==> src/rtl/qs_partition.sv <==
`default_nettype none
// ============================================================================
//  Module   : qs_partition
//  Purpose  : Sequential Lomuto quicksort partition engine over a local array
//             of sign-magnitude floats. One pass partitions [lo,hi] around
//             pivot = element[hi], one element per cycle.
//  Options  : QS_SWAP_CNT_EN adds a swap_cnt output counting real swaps.
//  Revision : 1.0  initial release
// ============================================================================
module qs_partition #(
    parameter int N     = 23,
    parameter int M     = 8,
    parameter int L     = N + M + 1,
    parameter int DEPTH = 16,
    parameter int AW    = 4
) (
    input  logic          clk,
    input  logic          rst,
    input  logic          wr_en,
    input  logic [AW-1:0] wr_addr,
    input  logic [L-1:0]  wr_data,
    input  logic [AW-1:0] rd_addr,
    output logic [L-1:0]  rd_data,
    input  logic          start,
    input  logic [AW-1:0] lo,
    input  logic [AW-1:0] hi,
    output logic          busy,
    output logic          done,
    output logic [AW-1:0] pivot_idx,
`ifdef QS_SWAP_CNT_EN
    output logic [AW:0]   swap_cnt,
`endif
    output logic          err
);

    // Array index width; all in-range indices fit in this many bits.
    localparam int          c_iw    = (DEPTH > 1) ? $clog2(DEPTH) : 1;
    localparam logic [AW:0] c_depth = (AW + 1)'(DEPTH);

    localparam logic [1:0] c_idle  = 2'd0;
    localparam logic [1:0] c_scan  = 2'd1;
    localparam logic [1:0] c_place = 2'd2;
    localparam logic [1:0] c_done  = 2'd3;

    logic [L-1:0]  r_mem [DEPTH];
    logic [1:0]    r_state;
    logic [1:0]    w_next;
    logic [AW-1:0] r_i;
    logic [AW-1:0] r_j;
    logic [AW-1:0] r_hi;
    logic [AW-1:0] r_pidx;
    logic [L-1:0]  r_pivot;
    logic [L-1:0]  r_rd;
    logic          r_err;

    logic          w_hi_bad;
    logic          w_degen;
    logic          w_accept;
    logic          w_last;
    logic [L-1:0]  w_a;
    logic          w_gt;

    // Sign-magnitude ordering: positive beats negative; otherwise compare the
    // raw magnitude field, so a larger negative magnitude also counts greater.
    function automatic logic f_greater(input logic [L-1:0] a, input logic [L-1:0] b);
        if (a[L-1] != b[L-1]) return ~a[L-1];
        return a[L-2:0] > b[L-2:0];
    endfunction

    assign w_hi_bad = ({1'b0, hi} >= c_depth);
    assign w_degen  = (lo >= hi);
    assign w_accept = (r_state == c_idle) && start && !w_hi_bad;
    assign w_last   = (r_j == r_hi - 1'b1);
    assign w_a      = r_mem[r_j[c_iw-1:0]];
    assign w_gt     = f_greater(w_a, r_pivot);

    assign busy      = (r_state == c_scan) || (r_state == c_place);
    assign done      = (r_state == c_done);
    assign pivot_idx = r_pidx;
    assign rd_data   = r_rd;
    assign err       = r_err;

    // State register.
    always_ff @(posedge clk) begin
        if (rst) r_state <= c_idle;
        else     r_state <= w_next;
    end

    // Next-state decode.
    always_comb begin
        w_next = r_state;
        case (r_state)
            c_idle:  if (w_accept) w_next = w_degen ? c_done : c_scan;
            c_scan:  if (w_last)   w_next = c_place;
            c_place: w_next = c_done;
            default: w_next = c_idle;
        endcase
    end

    // Array, pass indices, read port and error pulse.
    always_ff @(posedge clk) begin
        if (rst) begin
            for (int k = 0; k < DEPTH; k++) r_mem[k] <= '0;
            r_i     <= '0;
            r_j     <= '0;
            r_hi    <= '0;
            r_pidx  <= '0;
            r_pivot <= '0;
            r_rd    <= '0;
            r_err   <= 1'b0;
        end else begin
            r_err <= (r_state == c_idle) && start && w_hi_bad;
            r_rd  <= ({1'b0, rd_addr} < c_depth) ? r_mem[rd_addr[c_iw-1:0]] : '0;
            case (r_state)
                c_idle: begin
                    if (wr_en && ({1'b0, wr_addr} < c_depth))
                        r_mem[wr_addr[c_iw-1:0]] <= wr_data;
                    if (w_accept) begin
                        if (w_degen) begin
                            r_pidx <= lo;
                        end else begin
                            r_hi    <= hi;
                            r_pivot <= r_mem[hi[c_iw-1:0]];
                            r_i     <= lo;
                            r_j     <= lo;
                        end
                    end
                end
                c_scan: begin
                    // When i == j both writes carry the same value.
                    if (!w_gt) begin
                        r_mem[r_i[c_iw-1:0]] <= w_a;
                        r_mem[r_j[c_iw-1:0]] <= r_mem[r_i[c_iw-1:0]];
                        r_i <= r_i + 1'b1;
                    end
                    r_j <= r_j + 1'b1;
                end
                c_place: begin
                    r_mem[r_i[c_iw-1:0]]  <= r_mem[r_hi[c_iw-1:0]];
                    r_mem[r_hi[c_iw-1:0]] <= r_mem[r_i[c_iw-1:0]];
                    r_pidx <= r_i;
                end
                default: ;
            endcase
        end
    end

`ifdef QS_SWAP_CNT_EN
    logic [AW:0] r_swap_cnt;

    // Counts swaps that actually move data; cleared by each accepted start.
    always_ff @(posedge clk) begin
        if (rst || w_accept)
            r_swap_cnt <= '0;
        else if ((r_state == c_scan) && !w_gt && (r_i != r_j))
            r_swap_cnt <= r_swap_cnt + 1'b1;
        else if ((r_state == c_place) && (r_i != r_hi))
            r_swap_cnt <= r_swap_cnt + 1'b1;
    end

    assign swap_cnt = r_swap_cnt;
`endif

endmodule
`default_nettype wire
==> config.mk <==
export PLATFORM = sky130hd
export DESIGN_NAME = qs_partition
export DESIGN_NICKNAME = d
export VERILOG_FILES = /design/src/rtl/qs_partition.sv
export SDC_FILE = /design/constraint.sdc
export NUM_CORES = 2
export LEC_CHECK = 0
export CORE_MARGIN = 4
export CORE_UTILIZATION = 35
export DETAILED_ROUTE_END_ITERATION = 8
export HOLD_SLACK_MARGIN = 0.03
export SETUP_SLACK_MARGIN = 0.1
export SYNTH_ARGS = -nofsm -noshare
export SYNTH_HDL_FRONTEND = slang
export SYNTH_SLANG_ARGS = --single-unit
==> constraint.sdc <==
create_clock -name clk -period 6.9 [get_ports clk]
set_clock_uncertainty 0.05 [all_clocks]
set_input_delay 2.07 -clock clk [delete_from_list [all_inputs] [get_ports clk]]
set_output_delay 2.07 -clock clk [all_outputs]
set_load 0.005 [all_outputs]
* Word-level counts from Yosys, hierarchy flattened *
Memory sizes are Yosys's and may differ from the RTL's. A register that Yosys moved wholly into a read port is not among the register bits.
Index checks and enable logic that the tools add are counted.

cells by class
  $lt $le $gt $ge = 2
  divide/modulo/power cells = 0
  add/subtract/negate cells = 3
  shift-type cells = 0
  reductions and logical operators = 14
  equal/unequal tests = 10
  multiplexer cells = 47
  multipliers = 0
  bitwise operators = 3

operators by type and width
  kind                   number
  $mux W32               5
  $reduce_or A32 Y1      4
  $mux W4                15
  $gt A31 B31 Y1         1
  $pmux W4 S2            3
  $mux W1                20
  $ne A2 B2 Y1 const B   5
  $reduce_and A3 Y1      3
  $add A4 B1 Y4 const B  2
  $mux W2                3
  $pmux W2 S3            1
  $eq A2 B2 Y1 const B   2
  $eq A4 B4 Y1           1
  $ge A4 B4 Y1           1
  $reduce_and A4 Y1      1
  $reduce_bool A2 Y1     2
  $sub A4 B1 Y4 const B  1
  $eq A2 B1 Y1 const B   1
  $logic_not A2 Y1       1
  $not A1 Y1             2
  $reduce_and A2 Y1      1
  $logic_and A1 B1 Y1    1
  $logic_or A1 B1 Y1     1
  $ne A1 B1 Y1           1
  $or A1 B1 Y1           1

word-level totals
  RAM bits = 512
  output and inout port bits = 39
  bits of input ports = 52
  bits in latches = 0
  word-level logic and storage cells = 85
  memories kept = 1
  memory bits (read-only) = 0
  register bits after elaboration = 18

memory list
  name   words  bits a word  rd ports  clocked after Yosys merged registers in  write ports  RTL line  text
  r_mem  16     32           5         5                                        16           45        logic [L-1:0] r_mem [DEPTH];

* Depth between registers and ports, before layout *
  depth after elaboration = 10
  depth in mapped cells = 18
  mapped depth without buffers = 12

* Least setup slack after synthesis *
OpenSTA, ideal clock, no wires.

  path type = reg2reg
  from = reg (tool-made name)
  to = mem r_mem[8][0] (netlist bit) (enable)
  data required time = 6.419 ns
  clock period less this slack = 6.681 ns
  cell stages (with the launch flop) = 18
  data arrival time = 6.200 ns
  library setup time = 0.431 ns
  buffers on the path = 6
  setup slack = 0.219 ns
  path through = dfxtp_1 > clkbuf_1 > clkbuf_1 > buf_2 > mux4_2 > mux4_2 > ha_1 > nand4_1 > or3_1 > nor4_1 > a21bo_2 > a211o_1 > buf_6 > a21oi_2 > nor2_2 > buf_4 > buf_4 > o211ai_1

RTL lines
  item       RTL line
  to (decl)  45

==> run summary <==
Type of origin of the critical path -> flip-flop
Main synth FF type -> edfxtp_1
GR Util All Layers -> 27.76%
Core box area -> 137500 um2
Routed via count -> 37490
Status -> complete, no violations
Crit path time final -> 6.703 ns
Leakage power total -> 16.36 nW
CTS Hold Bufs -> 0
Worst ir drop on vdd -> 0.3002 mV
Worst Path Required -> 7.20 ns
Yosys warns -> 0
Antenna violations before repair -> 5
Die ar. -> 144400 um2
CTS tree -> done
RSZ-0062 raised after global routing -> no
Register area -> 17300 um2
CP max FO -> 28
Pre-antenna DRT Iters -> 6
Layout cell share with drive strength beyond 1 -> 48.46%
Standard-cell rows -> 136
Core Util, Final -> 39.85%
DP HPWL -> 120.1 mm
WS Path Type -> reg2reg
Residual DRC -> 0
Worst R2R End -> r_mem[11][29]
Starting Density -> 35.23%
Pins Over Slew Limit -> 0
Area occupied by multi-input gates -> 29160 um2
CTS Root Cell -> clkbuf_16
Register area share after synthesis -> 35.63%
IO buf count -> 89
Die Ht -> 380 um
Total Wirelength -> 205.4 mm
H-Tree Depth -> 3
Period Utilization, post-route -> 97.14%
Yosys reg bits -> 606
GRT Residual Overflow -> 0
FFs w/ async S/R, synth -> 0%
Cell Chain, Critical Path -> buf_12 > buf_4 > mux4_2 > mux4_2 > ha_1 > a21oi_1 > a21oi_1 > buf_4 > o31ai_1 > a21bo_2 > a211oi_4 > buf_12 > nor3_1 > nor2_1 > o211ai_1 > buf_12
CP endpoint -> r_mem[11][29]
Final net count -> 3243
Post-Syn Area -> 48430 um2
CP Data Arrival Time -> 7.00 ns
Final Hold Fails -> 0
Syn Area/Cell -> 15.15 um2
Max_cap viols -> 0
Max incr delay on CP -> 0.74 ns
Pwr Density -> 365.1 nW/um2
Endpoint type of the worst setup path -> flip-flop
Vias/cell -> 7.481
Routed WL per cell -> 40.99 um
Hold depth -> 2
EDFF count, synth -> 512
Pin count of the biggest net entering global routing -> 81
RD Place Congestion -> 0.9644
Worst-skew pair later-pin latency -> 0.69 ns
CTS sink count -> 606
Iteration-0 DRC count of the detailed router -> 6445
CTS Buf Count -> 78
F_max -> 149.2 MHz
FF-to-FF path depth -> 16
Number of global-route vias before repair -> 36440
First-pass GRT wire length -> 287.7 mm
# fillers -> 12500
Die W -> 380 um
Post-CTS Repair Setup Buffers -> 0
# IOs -> 91
Hold Slack -> 0.4059 ns
Mapped Cells -> 3198
Post-Syn Nets -> 3292
R2r setup slk -> 0.20 ns
ANT nets after route -> 0
P&R area growth vs syn -> 13.12%
Netlist cell types -> 65
CTS Buffer Depth -> 3
Relative slew slack -> 16.11%
Register clock-pin slew on the reported worst setup and hold paths -> 0.06 ns
HP Class -> reg2reg
Most frequent CP cell -> buf_12
Worst-margin pin slew -> 1.250 ns
Setup violators final -> 0
Slowest cell on crit path -> o31ai_1
==> sequential cells by signal (all words and copies together), names as in the netlist, named ones only <==
signal and flops:
r_state 2, r_pivot 32, pivot_idx 4, rd_data 32, r_hi 4, r_i 4, r_j 4, r_mem 512
==> kinds of logic (layout without fill, tap and decap cells) <==
kind of cell    Yosys count  count (layout)  synth area share, %
xor+xnor                  3               3              0.05426
other cells               1               5             0.007743
mux                     874             874                38.01
simple gates            447             447                4.704
fa+ha+maj                42              42                1.085
buf+inv                 496             511                4.782
flops                   606             606                35.63
compound gates          729             729                15.73
==> worst min path at each step <==
| stage | start | end | slack (ns) |
|---|---|---|---|
| floorplan | r_pivot[10] | r_pivot[10] | 0.39 |
| CTS | r_pivot[23] | r_pivot[23] | 0.40 |
| global placement | r_pivot[2] | r_pivot[2] | 0.39 |
| detailed placement | r_pivot[23] | r_pivot[23] | 0.40 |
| global route | r_pivot[24] | r_pivot[24] | 0.43 |
| finish | r_pivot[23] | r_pivot[23] | 0.41 |
==> cells in the final DEF, fill, tap and decap left out, drive strengths merged, types with 22 or more instances in the layout <==
cell,netlist,routed
dfxtp,94,94
nor3,44,44
o21ai,53,53
o22ai,35,35
mux2,31,31
inv,49,57
mux2i,74,74
a21oi,98,98
o31ai,109,109
nor2,42,42
nand2,160,160
clkdlybuf4s50,0,81
clkbuf,203,103
nand3,22,22
mux4,769,769
o32ai,372,372
and2,37,37
clkinv,2,22
buf,242,235
ha,42,42
nand2b,105,105
edfxtp,512,512
==> synth_stat cells, types with 6 or more instances <==
cell type	n	area, um2
nand2_1	158	593.1
edfxtp_1	512	15370
o32ai_2	190	3090
buf_6	21	236.5
nor2b_1	8	50.05
nor2_1	41	153.9
nand2b_1	105	656.9
o21ai_1	36	180.2
mux2_2	31	349.1
o32ai_1	182	1594
a21oi_2	31	271.5
o31ai_1	22	165.2
dfxtp_1	94	1882
mux2i_1	74	740.7
nor3_1	44	220.2
buf_4	52	390.4
o22ai_1	35	219.0
inv_1	49	183.9
a22oi_1	8	60.06
o21ai_0	13	65.06
and2_1	37	231.5
nand3_1	21	105.1
a211o_1	12	105.1
o31ai_2	87	1089
a21oi_1	62	310.3
a211oi_1	11	82.58
and4_1	6	52.55
ha_1	42	525.5
clkbuf_1	203	762.0
mux4_2	769	17320
buf_1	88	330.3
buf_2	81	405.4
==> layout make-up <==
type | instances | area share [%]
inverter | 51 | 0.3494
sequential | 606 | 31.57
clock inverter | 41 | 0.8769
tap | 1794 | 4.097
multi-input combinational | 2096 | 53.23
clock buffer | 103 | 3.978
timing repair buffer | 316 | 5.880
antenna | 4 | 0.01827
==> worst max-delay path, delay by kind of cell, from the launching register on <==
kind,cells,cell delay [ns]
flops,1,0.58
mux,2,1.09
fa+ha+maj,1,0.32
buf+inv,5,1.44
simple gates,2,0.78
compound gates,6,2.00
==> what timing repair did <==
action | 4_1_cts | 5_1_grt
gates cloned | 0 | 0
endpoints found under the setup margin | 86 | 1
pin swaps | 0 | 0
resized for setup | 2 | 1
endpoints found under the hold margin | 0 | 0
==> layer usage <==
layer	track usage (%)	wire, um
met5	0	11
met4	14.71	12140
met3	8.828	28360
met2	41.76	92270
met1	35.92	72600
==> per-stage QoR <==
stage / total power, mW / cell area, um2 / std cells / worst slack, ns / TNS, ns
floorplan: 11.75 / 48430 / 3198 / 0.2191 / 0
global placement: 15.34 / 52100 / 4863 / -0.05161 / -0.8228
detailed placement: 15.39 / 52100 / 4863 / -0.07859 / -0.9873
CTS: 19.75 / 54780 / 5007 / 0.4520 / 0
global route: 20.53 / 54780 / 5007 / 0.1234 / 0
finish: 20.01 / 54790 / 5011 / 0.1974 / 0
==> where the power goes <==
group | total (mW) | internal (mW) | switching, mW
registers | 5.15 | 4.47 | 0.682
clock network | 4.37 | 2.57 | 1.79
logic | 10.5 | 4.20 | 6.29
total | 20.0 | 11.2 | 8.76
Note: power is estimated with default switching activity, not from simulation.
